### src/rtl/instr_sram_ctrl.sv
// Instruction-fetch slave in front of a 1-cycle-latency single-port SRAM.
// Adds optional wait states and returns a bus error for addresses outside the window.
//
// state  | meaning
// S_IDLE | accepting requests; with no wait states the SRAM read issues in the grant cycle
// S_WAIT | counting down wait states; the read issues when the counter reaches 1
module instr_sram_ctrl #(
    parameter logic [31:0] ADDR_BASE   = 32'h0000_0000,
    parameter int          MEM_WORDS   = 16384,
    parameter int          WAIT_CYCLES = 0
) (
    input  logic                         clk,
    input  logic                         reset_n,
    input  logic                         instr_req,
    input  logic [31:0]                  instr_addr,
    output logic                         instr_gnt,
    output logic [31:0]                  instr_rdata,
    output logic                         instr_err,
    output logic                         instr_valid,
    input  logic                         gnt_stall,
    output logic                         sram_ce,
    output logic [$clog2(MEM_WORDS)-1:0] sram_addr,
    input  logic [31:0]                  sram_rdata
);

    localparam int         AW        = $clog2(MEM_WORDS);
    localparam logic [32:0] WIN_BYTES = 33'(MEM_WORDS) * 33'd4;
    localparam logic [32:0] BASE_EXT  = {1'b0, ADDR_BASE};
    localparam logic [3:0]  WAIT_LD   = 4'(WAIT_CYCLES);
    localparam bit          NO_WAIT   = (WAIT_CYCLES == 0);

    localparam logic [0:0] S_IDLE = 1'b0;
    localparam logic [0:0] S_WAIT = 1'b1;

    logic [0:0]    state_q;
    logic [3:0]    cnt_q;
    logic [AW-1:0] lat_word;
    logic          lat_ok;
    logic          rsp_pend;
    logic          rsp_err;

    logic [32:0]   addr_ext;
    logic [32:0]   off;
    logic          in_range;
    logic [AW-1:0] cur_word;
    logic          issue;
    logic          issue_ok;

    // 33-bit window arithmetic so addresses near 32'hFFFF_FFFC cannot wrap into range
    always_comb begin
        addr_ext = {1'b0, instr_addr};
        off      = addr_ext - BASE_EXT;
        in_range = (addr_ext >= BASE_EXT) && (off < WIN_BYTES);
        cur_word = off[AW+1:2];
    end

    always_comb begin
        instr_gnt = reset_n && (state_q == S_IDLE) && instr_req && !gnt_stall;
        issue     = 1'b0;
        issue_ok  = 1'b0;
        sram_addr = cur_word;
        if (state_q == S_WAIT) begin
            sram_addr = lat_word;
            if (cnt_q == 4'd1) begin
                issue    = 1'b1;
                issue_ok = lat_ok;
            end
        end else if (instr_gnt && NO_WAIT) begin
            issue    = 1'b1;
            issue_ok = in_range;
        end
        sram_ce = issue && issue_ok;
    end

    always_ff @(posedge clk or negedge reset_n) begin
        if (!reset_n) begin
            state_q  <= S_IDLE;
            cnt_q    <= 4'd0;
            lat_word <= '0;
            lat_ok   <= 1'b0;
            rsp_pend <= 1'b0;
            rsp_err  <= 1'b0;
        end else begin
            rsp_pend <= issue;
            rsp_err  <= issue && !issue_ok;
            case (state_q)
                S_IDLE: begin
                    if (instr_gnt && !NO_WAIT) begin
                        lat_word <= cur_word;
                        lat_ok   <= in_range;
                        cnt_q    <= WAIT_LD;
                        state_q  <= S_WAIT;
                    end
                end
                default: begin
                    cnt_q <= cnt_q - 4'd1;
                    if (cnt_q == 4'd1) begin
                        state_q <= S_IDLE;
                    end
                end
            endcase
        end
    end

    // Errored responses never expose whatever the SRAM output register last held
    always_comb begin
        instr_valid = rsp_pend;
        instr_err   = rsp_err;
        instr_rdata = (rsp_pend && !rsp_err) ? sram_rdata : 32'h0;
    end

endmodule

### config.mk
export PLATFORM = sky130hd
export DESIGN_NAME = instr_sram_ctrl
export DESIGN_NICKNAME = d
export VERILOG_FILES = /design/src/rtl/instr_sram_ctrl.sv
export SDC_FILE = /design/constraint.sdc
export NUM_CORES = 1
export LEC_CHECK = 0
export BUFFER_PORTS_ARGS = -buffer_cell sky130_fd_sc_hd__buf_4
export CAP_MARGIN = 20
export CORE_MARGIN = 1
export CORE_UTILIZATION = 27
export CTS_CLUSTER_DIAMETER = 100
export DETAILED_ROUTE_END_ITERATION = 10
export GPL_ROUTABILITY_DRIVEN = 0
export PLACE_DENSITY = 0.91
export SYNTH_ARGS = -nofsm -noshare
export SYNTH_HDL_FRONTEND = slang
export SYNTH_SLANG_ARGS = --single-unit
### constraint.sdc
create_clock -name clk -period 1.8 [get_ports clk]
set_clock_uncertainty 0.15 [all_clocks]
set_input_delay 0.09 -clock clk [delete_from_list [all_inputs] [get_ports clk]]
set_output_delay 0.09 -clock clk [all_outputs]
set_load 0.1 [all_outputs]
Word level (Yosys, flattened, before mapping) --
Index checks and enable logic that the tools add are counted.
Storage, ports and cells: flip-flop bits (word level) 7, input bits 68, word-level logic and storage cells 27, output and inout port bits 50
Cells by class: muxes and demuxes 10, equality and inequality tests 1, $lt $le $gt $ge 1, reductions and logical operators 9, bitwise logic cells 1, add/subtract/negate cells 1
Operator list (count):
- less-than comparator 32 x 17 -> 1 bit, second input constant | 1
- 2-to-1 mux 32 bit | 1
- 2-to-1 mux 14 bit | 1
- 2-to-1 mux 1 bit | 8
- logical AND 1 bit | 6
- equality test 4 x 1 -> 1 bit, second input constant | 1
- subtractor 4 x 1 -> 4 bit, second input constant | 1
- zero test 1 bit | 3
- NOT 1 bit | 1

Longest topological paths before layout --
Gate-level depths: netlist (run 1).
depth after elaboration 8, depth in mapped cells 5, gate-level depth less buffers 5

Worst setup path after synthesis (run 1) --
No wires, ideal clock.
path kind register to output, start register state_q, end output sram_ce, data required time 1.560 ns, stages on the path, launching flop included 4, slack -1.485 ns, arrival 3.045 ns, cells stage by stage dfrtp_1 buf_6 or4_4 nor3_1
On the way: word-level cells in the longest chain between the ends 7
RTL lines:
- from (decl) | line 35 | logic [0:0] state_q;
- from (signal assigned) | line 77 | state_q <= S_IDLE;
- from (signal assigned) | line 92 | state_q <= S_WAIT;
- from (signal assigned) | line 98 | state_q <= S_IDLE;
- NOT 1 bit
- logical AND 1 bit (3 in series) | line 58 | instr_gnt = reset_n && (state_q == S_IDLE) && instr_req && !gnt_stall;
- 2-to-1 mux 1 bit | line 68 | end else if (instr_gnt && NO_WAIT) begin
- 2-to-1 mux 1 bit | line 62 | if (state_q == S_WAIT) begin
- logical AND 1 bit * | line 72 | sram_ce = issue && issue_ok;
- to (decl) | line 21 | output logic sram_ce,
Mark *: on every way between the ends. The rest lies on a longest branch, timed or not.

Final worst setup path (run 1) --
Ends and elaborated chain as after synthesis.

==> key figures, run 1 <==
Clocking
  • Num CTS Buffers: 3
  • Clock latency on the worst-skew pair: 250 ps
  • Clock buffer depth: 2
  • Total number of H-tree levels: 1
  • Clk pin slew, worst setup/hold paths: roughly 40 ps
  • Clk sinks: 7
  • CTS tree: done
  • Post-CTS setup buffer count: 0
  • CTS root buffer: clkbuf_4

Critical path
  • Worst path slowest cell: or4_4
  • Launch point of the critical path: state_q
  • Critical path's largest stage delay: between 400 and 500 ps
  • Crit path kind: flip-flop to primary output
  • FF-to-FF path depth: 2
  • Startpoint Class: flip-flop
  • CP Max Fanout: 7
  • Worst Setup EP: sram_ce
  • FF-to-FF setup slack: about 380 ps
  • Worst Path Required: 1560 ps
  • Crit-path cells: or4_4 -> nor3_4 -> buf_12
  • Reg2reg end: instr_err
  • Worst setup EP type: primary output
  • CP arrival: about 1500 ps
  • FF-to-FF Start: state_q

Yosys
  • Yosys cell types: 23
  • Synth top area cells: and2_1 29%, dfrtp_1 26%, buf_4 15%, ha_1 3.7%, xor2_1 2.6%
  • Sequential-to-total area share from yosys stat: 0.257
  • Syn. warnings: 15
  • Top FF cell, synth: dfrtp_1
  • #FFs+latches synth: 7
  • Cells after synthesis: between 80 and 90
  • Post-Syn Nets: ~150
  • Count leader, synth: and2_1
  • Async set-reset flop share out of synthesis: 1.00
  • Syn avg cell area: 8.30 µm²
  • EDFF count, synth: 0
  • Post-synth top cells: 32 x and2_1, 14 x buf_4, 7 x dfrtp_1
  • Share of the synthesized area in the top cell type: 0.294
  • Cell Area, Synth: between 600 and 700 µm²
  • Cell taking the most area after synthesis: and2_1

Detailed routing
  • Average via count per standard cell: about 4.4
  • Pre-antenna DRT Iters: 2
  • Via count: 820
  • Final WL: 2.45 mm
  • DRT iter0 DRCs: 6
  • Antenna Nets Post-Route: 0
  • Wire per inst: ~13 µm
  • Number of remaining DRC errors: 0

Power and ir drop
  • Power Dens Cells: ~440 mW/mm²
  • Leak Pwr: a little under 0.8 nW
  • VDD IR max: roughly 0.00037 V

Floorplanning
  • Row count: 17
  • Die width: 52.2 µm
  • Core Area: 0.00230 mm²
  • Die area: between 0.002 and 0.003 mm²
  • Die height: around 52 µm
  • # IOs: around 120
  • Initial core utilization: 0.296

Hold path
  • Min-Delay Path Class: input pin to primary output

Place
  • # placed instances: 180
  • Area after DPL: 0.00136 mm²
  • DP Wirelength: 2.10 mm
  • I/O Buffers: 87

Cells and area
  • Fin cells: between 150 and 200
  • Fin area: 0.00141 mm²
  • Layout cells sized above 1: 0.828
  • P&R area growth vs syn: 108%
  • Ant diodes: 0
  • Final nets: 228

GRT
  • Pin count of the biggest net entering global routing: 33
  • Initial antenna violation count: 0
  • First-pass GRT wire length: approximately 3.6 mm
  • Vias in the first global route: around 790
  • Congestion Overflow GR: 0
  • GRT Overall Usage: 0.182

Flow run
  • Max Cap Viol: 0

Timing
  • Maximum clock rate: ~0.57 GHz
  • Min Tclk post-route: between 1500 and 2000 ps
  • Final Max Slew Viols: 0
  • Crit share post-route: 0.981
  • Final-report hold violation count: 0
  • RSZ-0062 raised after global routing: yes
  • Relative slew slack: 0.812
  • Worst-margin pin slew: 284 ps
  • Endpoints failing setup: 0

Run status
  • Outcome: complete, no violations
where the power goes:
part / switching (mW) / total (mW) / internal, mW
Combinational: 0.198 / 0.324 / 0.127
Sequential: 0.000961 / 0.161 / 0.160
Clock: 0.0546 / 0.139 / 0.0843
Total: 0.253 / 0.624 / 0.371
timing repair:
item	4_1_cts	5_1_grt
pin swaps	1	0
endpoints found under the hold margin	7	0
gates resized for setup	4	1
endpoints found under the setup margin	1	1
hold buffers	1	0
metal layers:
metal	GRT usage	share of wire	up-vias
met3	0.0899	0.12	0
met5	0	0	-
met2	0.350	0.55	55
met4	0.0132	0	0
li1	-	-	396
met1	0.179	0.33	369
how the worst min path moves through the flow:
stage / startpoint / endpoint / slack (ps) / cells after the start
3_5_place_dp: reset_n / cnt_q[0] / -240 / 1
4_1_cts: reset_n / instr_valid / 30 / 2
3_3_place_gp: reset_n / cnt_q[1] / -240 / 1
2_1_floorplan: reset_n / cnt_q[0] / -360 / 0
6_report: instr_addr[13] / sram_addr[11] / 30 / 0
5_1_grt: instr_addr[10] / sram_addr[8] / 30 / 0
flip-flops by register name (all words and copies together) (netlist names):
name / cells
cnt_q: 4
instr_err: 1
instr_valid: 1
state_q: 1
through the flow:
step	util	setup TNS [ps]	power (mW)	setup WS, ps	hold WS (ps)
after floorplan	-	-151	0.508	-151	-356
after global placement	0.591	0	0.484	208	-243
after detailed placement	0.591	0	0.487	190	-241
after CTS	0.613	0	0.631	48.5	30.7
after global routing	0.615	-22.1	0.654	-22.1	30.2
final	0.615	0	0.624	34.4	30.2
placed cells by master, fill, tap and decap left out, drive strengths merged:
cell type / n
buf: 88
nand4bb: 1
xor2: 2
nor2: 1
ha: 2
o31a: 1
or2b: 1
mux2i: 1
o21ai: 1
or4: 1
nand2: 1
nor2b: 1
nor4: 2
and2: 32
nand4: 1
inv: 3
dfrtp: 7
dlygate4sd3: 1
clkbuf: 4
o21a: 1
nor3: 3
xnor2: 1
nand2b: 1
layout make-up:
class,instances,area [µm²]
Clock buffer,4,26.3
Timing Repair Buffer,89,696
Fill cell,205,885
Inverter,3,11.3
Tap cell,28,35.0
Multi-Input combinational cell,54,463
Sequential cell,7,181
logic make-up after synthesis:
group | count (synthesis) | synth area share
adders and majority gates | 2 | 0.0368
DFF | 7 | 0.257
buffers and inverters | 21 | 0.204
xor gates and xnor gates | 3 | 0.0386
AOI/OAI and AO/OA | 3 | 0.0312
and+or+nand+nor | 45 | 0.417
muxes | 1 | 0.0147
worst max-delay path, delay by kind of cell, from the launching register on:
kind / cells / cell delay, ps
flops: 1 / 440
simple gates: 2 / 630
buf+inv: 1 / 200
(Power assumes the default switching activity.)
==> run 2, diff against run 1 <==
- clock period: 1.8 -> 1.7 ns (I/O delays scaled with it)
==> run 2 against run 1 <==
- sequential power increased by 6%
- count of clock-buffer cells in the layout unchanged
- final area increased by 12%
- power increased by 12%
- die area unchanged
- final cell count increased by 1.1%
- clock power increased by 9%
- sequential share of layout area decreased by 1.5 points
- utilization increased by 7.6 points
==> key figures, run 2 (synthesis results as in run 1) <==
Clocking
  • Num CTS Buffers: 3 (unchanged)
  • Total number of H-tree levels: 1 (unchanged)
  • Clk sinks: 7 (unchanged)
  • Clk pin slew, worst setup/hold paths: 60 ps (+20 ps)
  • Clock latency on the worst-skew pair: 250 ps (about the same)
  • CTS root buffer: clkbuf_4
  • Clock buffer depth: 2 (unchanged)
  • CTS tree: done

Critical path
  • Startpoint Class: flip-flop
  • CP Max Fanout: 3 (-4)
  • Critical path's largest stage delay: 440 ps (about the same)
  • Crit-path cells: or4_4 -> nor3_4 -> buf_12
  • CP arrival: 1460 ps (-70 ps)
  • Crit path kind: flip-flop to primary output
  • Worst Path Required: 1460 ps (-100 ps)
  • CP bufs+invs: 1 (unchanged)
  • Crit-path leading delay family: simple AND/OR/NAND/NOR gates
  • Worst setup EP type: primary output
  • Worst path slowest cell: or4_4

Power and ir drop
  • VDD IR max: 0.000531 V (+42%)
  • Share of total power in combinational logic: 0.539 (+0.020)
  • Sw power: 0.285 mW (+13%)
  • Switching share of power: 0.408 (+0.00269)
  • Total power: 0.699 mW (+12%)
  • Internal power: 0.413 mW (+11%)
  • Leak Pwr: 0.833 nW (+6.2%)
  • Clock network fraction of design power: 0.216 (-0.007)
  • Power Dens Cells: 440 mW/mm² (-0.41%)
  • Sequential share of power: 0.245 (-0.013)

Timing
  • Hold Worst Slack: 20.2 ps (-10.0 ps)
  • Final-report hold violation count: 0 (unchanged)
  • Final Max Slew Viols: 0 (unchanged)
  • Setup ws final: 4.15 ps (-30.3 ps)
  • Min Tclk post-route: between 1500 and 2000 ps
  • Maximum clock rate: ~0.59 GHz
  • Endpoints failing setup: 0 (unchanged)
  • Relative slew slack: 0.787 (-0.0256)
  • Crit share post-route: 0.998
  • RSZ-0062 raised after global routing: yes
  • Worst-margin pin slew: 319 ps (+35.0 ps)

GRT
  • Congestion Overflow GR: 0 (unchanged)
  • Vias in the first global route: 741 (-6.3%)
  • First-pass GRT wire length: 3.68 mm (+2.9%)
  • GRT Overall Usage: 0.187 (+0.00558)
  • Pin count of the biggest net entering global routing: 33 (unchanged)
  • Initial antenna violation count: 0 (unchanged)

Detailed routing
  • Number of remaining DRC errors: 0 (unchanged)
  • Wire per inst: 17.6 µm (+33%)
  • DRT iter0 DRCs: 8 (+2)
  • Average via count per standard cell: 4.73 (+6.7%)
  • Antenna Nets Post-Route: 0 (unchanged)
  • Pre-antenna DRT Iters: 3 (+1)
  • Final WL: 3.29 mm (+35%)
  • Via count: 884 (+7.8%)

Place
  • I/O Buffers: 87 (unchanged)
  • Pre-CTS setup slack: 169 ps (-20.6 ps)
  • DP Wirelength: 2.29 mm (+9.1%)
  • # placed instances: 181 (+0.56%)

Cells and area
  • P&R area growth vs syn: 133%
  • Final core occ: 0.691 (+0.0763)
  • Largest register FFs: 4 (unchanged)
  • FF+latch area: 180 µm² (-0.69%)
  • Filler cells: 155 (-24%)
  • Most common cell after layout, fill and taps aside: buf_4
  • Layout cells sized above 1: 0.824 (-0.00413)
  • Multi-input logic area: 469 µm² (+1.4%)
  • Final nets: 230 (+0.88%)
  • Most frequent cells in the layout: 55 x buf_4, 31 x and2_4, 30 x buf_6, 5 x dfrtp_1, 4 x buf_12
  • Ant diodes: 0 (unchanged)
  • Fin cells: 187 (+1.1%)
  • Largest Register: cnt_q

Hold path
  • Min-Delay Path Class: input pin to primary output

Floorplanning
  • # IOs: 118 (unchanged)
  • Row count: 17 (unchanged)
  • Die height: 52.2 µm (unchanged)
  • Initial core utilization: 0.296 (unchanged)
  • Die width: 52.2 µm (unchanged)
  • Core Area: 0.00230 mm² (unchanged)
  • Die area: 0.00273 mm² (unchanged)

Run status
  • Outcome: complete, no violations

Flow run
  • Max Cap Viol: 0 (unchanged)
[run 2: metrics by stage]
step	TNS (ps)	area (µm²)
after floorplan	-246	778
after global routing	-181	1590
after detailed placement	0	1370
final	0	1590
after CTS	-2.11	1420
after global placement	0	1370
[run 2: area by class of cell]
class | instances | share of cell area
multi-input combinational | 54 | 0.296
sequential | 7 | 0.113
timing repair buffer | 91 | 0.545
inverter | 3 | 0.00709
clock buffer | 4 | 0.0165
tap | 28 | 0.0221
[run 2: per-layer routing]
metal,GRT usage,vias to the layer above,share of wire
met5,0,-,0
met4,0.0307,0,0.028
met3,0.119,8,0.14
met2,0.333,65,0.49
met1,0.185,408,0.34
li1,-,403,-
[run 2: path summary, 6_finish.rpt]
kind / to / slack (ps) / start / cells after the start
max in group asynchronous: instr_valid / 1010 / reset_n / 2
min in group asynchronous: instr_valid / 120 / reset_n / 2
min: sram_addr[5] / 20 / instr_addr[7] / 0
min reg2reg: cnt_q[3] / 330 / cnt_q[3] / 1
max reg2reg: instr_err / 310 / state_q / 4
max: sram_ce / 4 / state_q / 3
[run 2: repair_timing]
| action | CTS | global route |
|---|---|---|
| pin swaps | 1 | 0 |
| gates cloned | 0 | 1 |
| hold buffers | 1 | 0 |
| setup endpoints to repair | 3 | 33 |
| buffers inserted | 0 | 0 |
| gates resized for setup | 5 | 37 |
| endpoints found under the hold margin | 7 | 0 |
[run 2: worst register-to-register path, delay by kind of cell, from the launching register on]
family / cells / cell delay [ps]
buffers and inverters: 1 / 150
flip-flops: 1 / 380
AND/OR/NAND/NOR: 1 / 250
AO/OA/AOI/OAI: 2 / 390
[run 2: power groups by stage]
stage               clock [mW]  sequential (mW)  combinational (mW)
floorplan                    0            0.187               0.352
global placement             0            0.173               0.338
detailed placement           0            0.173               0.343
CTS                      0.157            0.170               0.346
global route             0.168            0.171               0.389
finish                   0.151            0.171               0.376
